## src/rtl/traffic_pkg.sv

```systemverilog
// ============================================================================
// Module      : traffic_pkg
// Description : Shared state encodings and lamp constants for the timed
//               highway/farm-road intersection controller.
//               Optional feature macro: TRAFFIC_PED_WALK_EN (adds WK state,
//               widens the state encoding to 3 bits).
// Revision    : 1.0 - initial release
// ============================================================================
`default_nettype none

package traffic_pkg;

  // Controller state encodings
  localparam int HG = 0;
  localparam int HY = 1;
  localparam int FG = 2;
  localparam int FY = 3;
  localparam int WK = 4;

  // Lamp vector bit positions, vector is {R,Y,G}
  localparam int LAMP_G = 0;
  localparam int LAMP_Y = 1;
  localparam int LAMP_R = 2;

  // One-hot lamp patterns built from the bit positions
  localparam logic [2:0] RED = 3'(1 << LAMP_R);
  localparam logic [2:0] YEL = 3'(1 << LAMP_Y);
  localparam logic [2:0] GRN = 3'(1 << LAMP_G);

  // Walk phase needs a fifth encoding, hence a wider state register
`ifdef TRAFFIC_PED_WALK_EN
  localparam int STATE_W = 3;
`else
  localparam int STATE_W = 2;
`endif

endpackage

`default_nettype wire

```

## src/rtl/traffic_timer.sv

```systemverilog
// ============================================================================
// Module      : traffic_timer
// Description : Saturating interval counter. Clears when the controller
//               changes state, otherwise counts up to LONG_CYC-1 and holds.
//               ts flags the end of a yellow, tl the end of a long interval.
// Revision    : 1.0 - initial release
// ============================================================================
`default_nettype none

module traffic_timer #(
  parameter int LONG_CYC  = 10,
  parameter int SHORT_CYC = 3
) (
  input  logic clk,
  input  logic reset,
  input  logic clr,
  output logic ts,
  output logic tl
);

  localparam int CNT_W = $clog2(LONG_CYC + 1);
  localparam logic [CNT_W-1:0] LONG_M1  = CNT_W'(LONG_CYC - 1);
  localparam logic [CNT_W-1:0] SHORT_M1 = CNT_W'(SHORT_CYC - 1);

  logic [CNT_W-1:0] cnt_q;
  logic [CNT_W-1:0] cnt_d;

  // Next count: clear on a state change, otherwise count up and saturate
  always_comb begin
    cnt_d = cnt_q;
    if (clr) begin
      cnt_d = '0;
    end else if (cnt_q != LONG_M1) begin
      cnt_d = cnt_q + 1'b1;
    end
  end

  // Counter register, async active-low reset
  always_ff @(posedge clk or negedge reset) begin
    if (!reset) begin
      cnt_q <= '0;
    end else begin
      cnt_q <= cnt_d;
    end
  end

  assign ts = (cnt_q >= SHORT_M1);
  assign tl = (cnt_q == LONG_M1);

endmodule

`default_nettype wire

```

## src/rtl/traffic_ctrl_timed.sv

```systemverilog
// ============================================================================
// Module      : traffic_ctrl_timed
// Description : Highway/farm-road intersection controller with internal
//               interval timing. Lamps are a Moore decode of the state
//               register; ST pulses in the cycle before every transition.
//               Optional feature macro: TRAFFIC_PED_WALK_EN (pedestrian
//               request input, walk lamp, WK state, sticky pending flag).
// Revision    : 1.0 - initial release
// ============================================================================
`default_nettype none

module traffic_ctrl_timed
  import traffic_pkg::*;
#(
  parameter int SHORT_CYC = 3,
  parameter int LONG_CYC  = 10
) (
  input  logic               clk,
  input  logic               reset,
  input  logic               C,
`ifdef TRAFFIC_PED_WALK_EN
  input  logic               ped_req,
  output logic               walk,
`endif
  output logic [2:0]         hw_lamp,
  output logic [2:0]         farm_lamp,
  output logic               ST,
  output logic [STATE_W-1:0] state
);

  localparam int SW = STATE_W;
  localparam logic [SW-1:0] S_HG = SW'(HG);
  localparam logic [SW-1:0] S_HY = SW'(HY);
  localparam logic [SW-1:0] S_FG = SW'(FG);
  localparam logic [SW-1:0] S_FY = SW'(FY);
`ifdef TRAFFIC_PED_WALK_EN
  localparam logic [SW-1:0] S_WK = SW'(WK);
`endif

  logic [SW-1:0] state_q;
  logic [SW-1:0] state_d;
  logic          ts;
  logic          tl;
  logic          hg_leave;

  // Timer restarts on the same edge that changes state
  traffic_timer #(
    .LONG_CYC  (LONG_CYC),
    .SHORT_CYC (SHORT_CYC)
  ) u_timer (
    .clk   (clk),
    .reset (reset),
    .clr   (ST),
    .ts    (ts),
    .tl    (tl)
  );

`ifdef TRAFFIC_PED_WALK_EN
  logic ped_pend_q;
  logic ped_pend_d;

  // Sticky request: set outside WK, cleared on WK exit; a new request wins
  always_comb begin
    ped_pend_d = ped_pend_q;
    if ((state_q == S_WK) && ST) begin
      ped_pend_d = 1'b0;
    end
    if (ped_req && (state_q != S_WK)) begin
      ped_pend_d = 1'b1;
    end
  end

  // Pending-request register
  always_ff @(posedge clk or negedge reset) begin
    if (!reset) begin
      ped_pend_q <= 1'b0;
    end else begin
      ped_pend_q <= ped_pend_d;
    end
  end

  assign hg_leave = tl && (C || ped_pend_q);
`else
  assign hg_leave = tl && C;
`endif

  // State register
  always_ff @(posedge clk or negedge reset) begin
    if (!reset) begin
      state_q <= S_HG;
    end else begin
      state_q <= state_d;
    end
  end

  // Next-state logic; unused encodings fall back to HG
  always_comb begin
    state_d = state_q;
    case (state_q)
      S_HG: if (hg_leave) state_d = S_HY;
`ifdef TRAFFIC_PED_WALK_EN
      S_HY: if (ts) state_d = ped_pend_q ? S_WK : S_FG;
      S_WK: if (tl) state_d = C ? S_FG : S_HG;
`else
      S_HY: if (ts) state_d = S_FG;
`endif
      S_FG: if (tl || !C) state_d = S_FY;
      S_FY: if (ts) state_d = S_HG;
      default: state_d = S_HG;
    endcase
  end

  // Lamp decode from the state register only; default is all red
  always_comb begin
    hw_lamp   = RED;
    farm_lamp = RED;
`ifdef TRAFFIC_PED_WALK_EN
    walk      = 1'b0;
`endif
    case (state_q)
      S_HG: hw_lamp   = GRN;
      S_HY: hw_lamp   = YEL;
      S_FG: farm_lamp = GRN;
      S_FY: farm_lamp = YEL;
`ifdef TRAFFIC_PED_WALK_EN
      S_WK: walk      = 1'b1;
`endif
      default: ;
    endcase
  end

  assign ST    = (state_d != state_q);
  assign state = state_q;

endmodule

`default_nettype wire

```

## config.mk

```make
export PLATFORM = sky130hd
export DESIGN_NAME = traffic_ctrl_timed
export DESIGN_NICKNAME = d
export VERILOG_FILES = /design/src/rtl/traffic_pkg.sv /design/src/rtl/traffic_timer.sv /design/src/rtl/traffic_ctrl_timed.sv
export SDC_FILE = /design/constraint.sdc
export NUM_CORES = 1
export LEC_CHECK = 0
export ABC_AREA = 1
export CAP_MARGIN = 20
export CORE_AREA = 2 2 39 41
export CTS_CLUSTER_DIAMETER = 120
export DETAILED_ROUTE_END_ITERATION = 8
export DIE_AREA = 0 0 41 43
export GPL_ROUTABILITY_DRIVEN = 0
export GPL_TIMING_DRIVEN = 0
export SKIP_CTS_REPAIR_TIMING = 1
export SKIP_LAST_GASP = 1
export SLEW_MARGIN = 20
export SYNTH_ARGS = -nofsm -noshare
export SYNTH_HDL_FRONTEND = slang
export SYNTH_SLANG_ARGS = --single-unit
```

## constraint.sdc

```tcl
create_clock -name clk -period 2.2 [get_ports clk]
set_input_delay 0.44 -clock clk [delete_from_list [all_inputs] [get_ports clk]]
set_output_delay 0.44 -clock clk [all_outputs]
set_load 0.02 [all_outputs]
```

==> results of run 1 <==
[through the flow]
stage / setup slack [ns] / power, mW / utilization (%) / TNS [ns] / instances
2_1_floorplan: 0.686 / 0.637 / - / 0 / 53
3_3_place_gp: -0.158 / 0.863 / 41.1 / -0.158 / 80
3_5_place_dp: -0.163 / 0.862 / 41.1 / -0.163 / 80
4_1_cts: -0.218 / 0.967 / 42.8 / -0.218 / 83
5_1_grt: 0.0432 / 1.05 / 43.1 / 0 / 83
6_report: 0.166 / 0.959 / 43.1 / 0 / 83
[path summary, 6_finish.rpt]
check | start | endpoint | slack (ns) | depth (start not counted)
max | u_timer.cnt_q[1] | ST | 0.17 | 7
min | reset | state[1] | 0.44 | 1
max reg2reg | u_timer.cnt_q[1] | u_timer.cnt_q[0] | 0.92 | 7
min reg2reg | state[1] | state[1] | 0.61 | 2
max in group asynchronous | reset | u_timer.cnt_q[0] | 1.54 | 1
min in group clk | state[1] | state[1] | 0.61 | 2
[layout make-up]
class                   instances  area [um^2]  share of cell area [%]
multi-input cells              33          231                    38.8
inverters                      11         43.8                    7.34
flip-flops and latches          6          150                    25.2
repair buffers                 11          113                    18.9
well taps                      16         20.0                    3.35
plain buffers                   3         16.3                    2.73
clock buffers                   3         22.5                    3.77
[sequential cells by signal, indices dropped and copies added, names as in the netlist]
name,flops
state,2
u_timer.cnt_q,4
[layer usage]
layer  global-route usage (%)  wire [um]  part of all wire, %
met3                     3.14         39                  5.2
met1                     14.0        360                   48
met4                     6.00          0                    0
met2                     14.4        353                   47
met5                        0          0                    0
[layout by cell type (no fill, tap or decap), drive strengths merged]
cell	n
nand3	4
nor2	8
a21oi	2
clkdlybuf4s50	10
nand4	3
inv	11
xor2	4
clkbuf	4
nand2	6
mux2i	1
ha	3
o21ai	1
dfrtp	6
o211ai	1
dlymetal6s2s	1
buf	2
[logic make-up after synthesis]
group | after synthesis
AND/OR/NAND/NOR | 21
buffers and inverters | 14
flip-flops | 6
AO/OA/AOI/OAI | 4
XOR/XNOR | 4
adder cells (fa/ha/maj) | 3
multiplexers | 1
[worst max-delay path, cell delays in order, from the launching register on]
cell and delay, ns:
sky130_fd_sc_hd__dfrtp_1 0.42, sky130_fd_sc_hd__inv_1 0.10, sky130_fd_sc_hd__ha_1 0.18, sky130_fd_sc_hd__nand3_4 0.12, sky130_fd_sc_hd__o21ai_2 0.14, sky130_fd_sc_hd__nand2_2 0.08
sky130_fd_sc_hd__inv_4 0.08, sky130_fd_sc_hd__dlymetal6s2s_1 0.22
[power by group through the flow]
| stage | registers [mW] | clock network (mW) | logic, mW |
|---|---|---|---|
| after floorplan | 0.210 | 0 | 0.427 |
| after global placement | 0.190 | 0 | 0.673 |
| after detailed placement | 0.190 | 0 | 0.671 |
| after CTS | 0.189 | 0.105 | 0.673 |
| after global routing | 0.197 | 0.113 | 0.735 |
| final | 0.190 | 0.102 | 0.667 |
==> impl_summary.log, run 1 <==
INFO  metric synth_compound_gate_area_share = 6.84%
INFO  metric route.detailed.drc = 0
INFO  metric rsz_0062_raised_after_global_routing = false
INFO  metric drt-pass1-iter-count = 4
INFO  metric synth_simple_gate_area_share = between 20% and 30%
INFO  metric initial_antenna_violation_count = 0
INFO  metric cts_tree = built
INFO  metric insertion_delay = 0.24 ns
INFO  metric worstSetupPathType = register to primary output
INFO  metric yosys.area_share.xor_xnor = around 8%
INFO  metric post_synth_most_frequent_cells = sky130_fd_sc_hd__dfrtp_1 (6), sky130_fd_sc_hd__inv_1 (6), sky130_fd_sc_hd__nand2_1 (5)
INFO  metric max-clock-path-buffers = 2
INFO  metric synth_top_flop_cell = sky130_fd_sc_hd__dfrtp_1
INFO  metric mappedNetlistArea = approximately 440 um^2
INFO  metric timing.critical_path.fanout_max = 6
INFO  metric final_area = 597 um^2
INFO  metric drive_gt1_share = 28.4%
INFO  metric insertedDiodeCount = 0
INFO  metric synth-adder-area-share = under 10%
INFO  metric cts.sinks = 6
INFO  metric count_of_buffers_from_port_buffering = 11
INFO  metric synthMuxAreaShare = under 10%
INFO  metric share_seq_of_total_power = between 10% and 20%
INFO  metric tot_gr_track_use = 10.5%
INFO  metric finalWorstPathRequiredPeriod = roughly 2.0 ns
INFO  metric static-leakage-power = 0.303 nW
INFO  metric synth_seq_cells = 6
INFO  metric synth_top_family_by_area = simple AND/OR/NAND/NOR gates
INFO  metric ctsRootBufferMaster = sky130_fd_sc_hd__clkbuf_4
INFO  metric core_area = 1380 um^2
INFO  metric syn_nets = 59
INFO  metric worst_ep_arrival_time = 1.59 ns
INFO  metric final_worst_hold_slack = ~0.44 ns
INFO  metric via_count = 370
INFO  metric ctsHtreeMaxLevel = 1
INFO  metric synth_enable_flop_cells = 0
INFO  metric filler_cell_count_in_the_final_layout = 155
INFO  metric route.final.wire_length = 754 um
INFO  metric design.final.nets = 75
INFO  metric fp.dieW = 41 um
INFO  metric wl_per_cell = around 9.1 um
INFO  metric final_hold_viol_count = 0
INFO  metric placedInstanceArea = 569 um^2
INFO  metric internal-power = just over 500 uW
INFO  metric die_height = between 40 and 50 um
INFO  metric synth-warning-count = 0
INFO  metric slew_hr = 81.0%
INFO  metric fp-row-count = 14
INFO  metric grt.overflow.total = 0
INFO  metric ys_top_cells_by_area = sky130_fd_sc_hd__dfrtp_1 (34%), sky130_fd_sc_hd__ha_1 (8.5%), sky130_fd_sc_hd__xor2_1 (8.0%)
INFO  metric wire_length_of_the_first_global_routing_pass = 1.27 mm
INFO  metric power_density = about 1600 nW/um^2
INFO  metric number_of_buffers_inserted_during_clock_tree_synthesis = 3
INFO  metric p_sw = 451 uW
INFO  metric synth_top_area_share = 34.2%
INFO  metric area_delta_synth_final = 35.9%
INFO  metric drt_iter0_markers = 4
INFO  metric clock_skew = between 0.004 and 0.005 ns
INFO  metric start_kind = register
INFO  metric die_area = 1760 um^2
INFO  metric final_min_period_over_clock_period = roughly 92%
INFO  metric cp.required = 1.76 ns
INFO  metric drtAntennaViolNets = 0
INFO  metric power.combinational.fraction = between 60% and 70%
INFO  metric timing.fmax = 492 MHz
INFO  metric setup_violations = 0
INFO  metric type_of_the_tightest_min_delay_check = input port to asynchronous set/reset pin
INFO  metric max-cap-violations = 0
INFO  metric report.final.slew_viol_count = 0
INFO  metric run_status = finished, final reports clean
INFO  metric grt_max_degree = 9
INFO  metric first_global_vias = 334
INFO  metric sequential_cell_area_fraction_in_the_yosys_report = between 30 and 40%
INFO  metric async_sr_flop_fraction = 100%
INFO  metric avgSynthCellArea = 8.29 um^2
INFO  metric i_o_pins = 12
INFO  metric switching_share = 47.0%
INFO  metric netlist-cell-type-count = 21
INFO  metric worstMarginPinSlew = 0.284 ns
INFO  metric clkSlewWorstSetupHoldPaths = 0.05 ns
INFO  metric dpl.hpwl = 588 um
INFO  metric detail_route.vias_per_cell = roughly 4.5
INFO  metric initial_util = 31.7%
INFO  metric power.ir.vdd_worst = 0.000504 V
INFO  metric p_clk_share = 10.6%
INFO  metric worst_setup_end_kind = primary output
INFO  metric yosysTopAreaCell = sky130_fd_sc_hd__dfrtp_1
INFO  metric syn-instance-count = 53
Note: power is estimated with default switching activity, not from simulation.
==> inputs of run 2 (changes only) <==
--- a/config.mk
+++ b/config.mk
@@ -6,7 +6,7 @@
 export NUM_CORES = 1
 export LEC_CHECK = 0
 export ABC_AREA = 1
-export CAP_MARGIN = 20
+export CAP_MARGIN = 25
 export CORE_AREA = 2 2 39 41
 export CTS_CLUSTER_DIAMETER = 120
 export DETAILED_ROUTE_END_ITERATION = 8
==> results of run 2 <==
Final layout, timing and power as in run 1 (identical DEF).
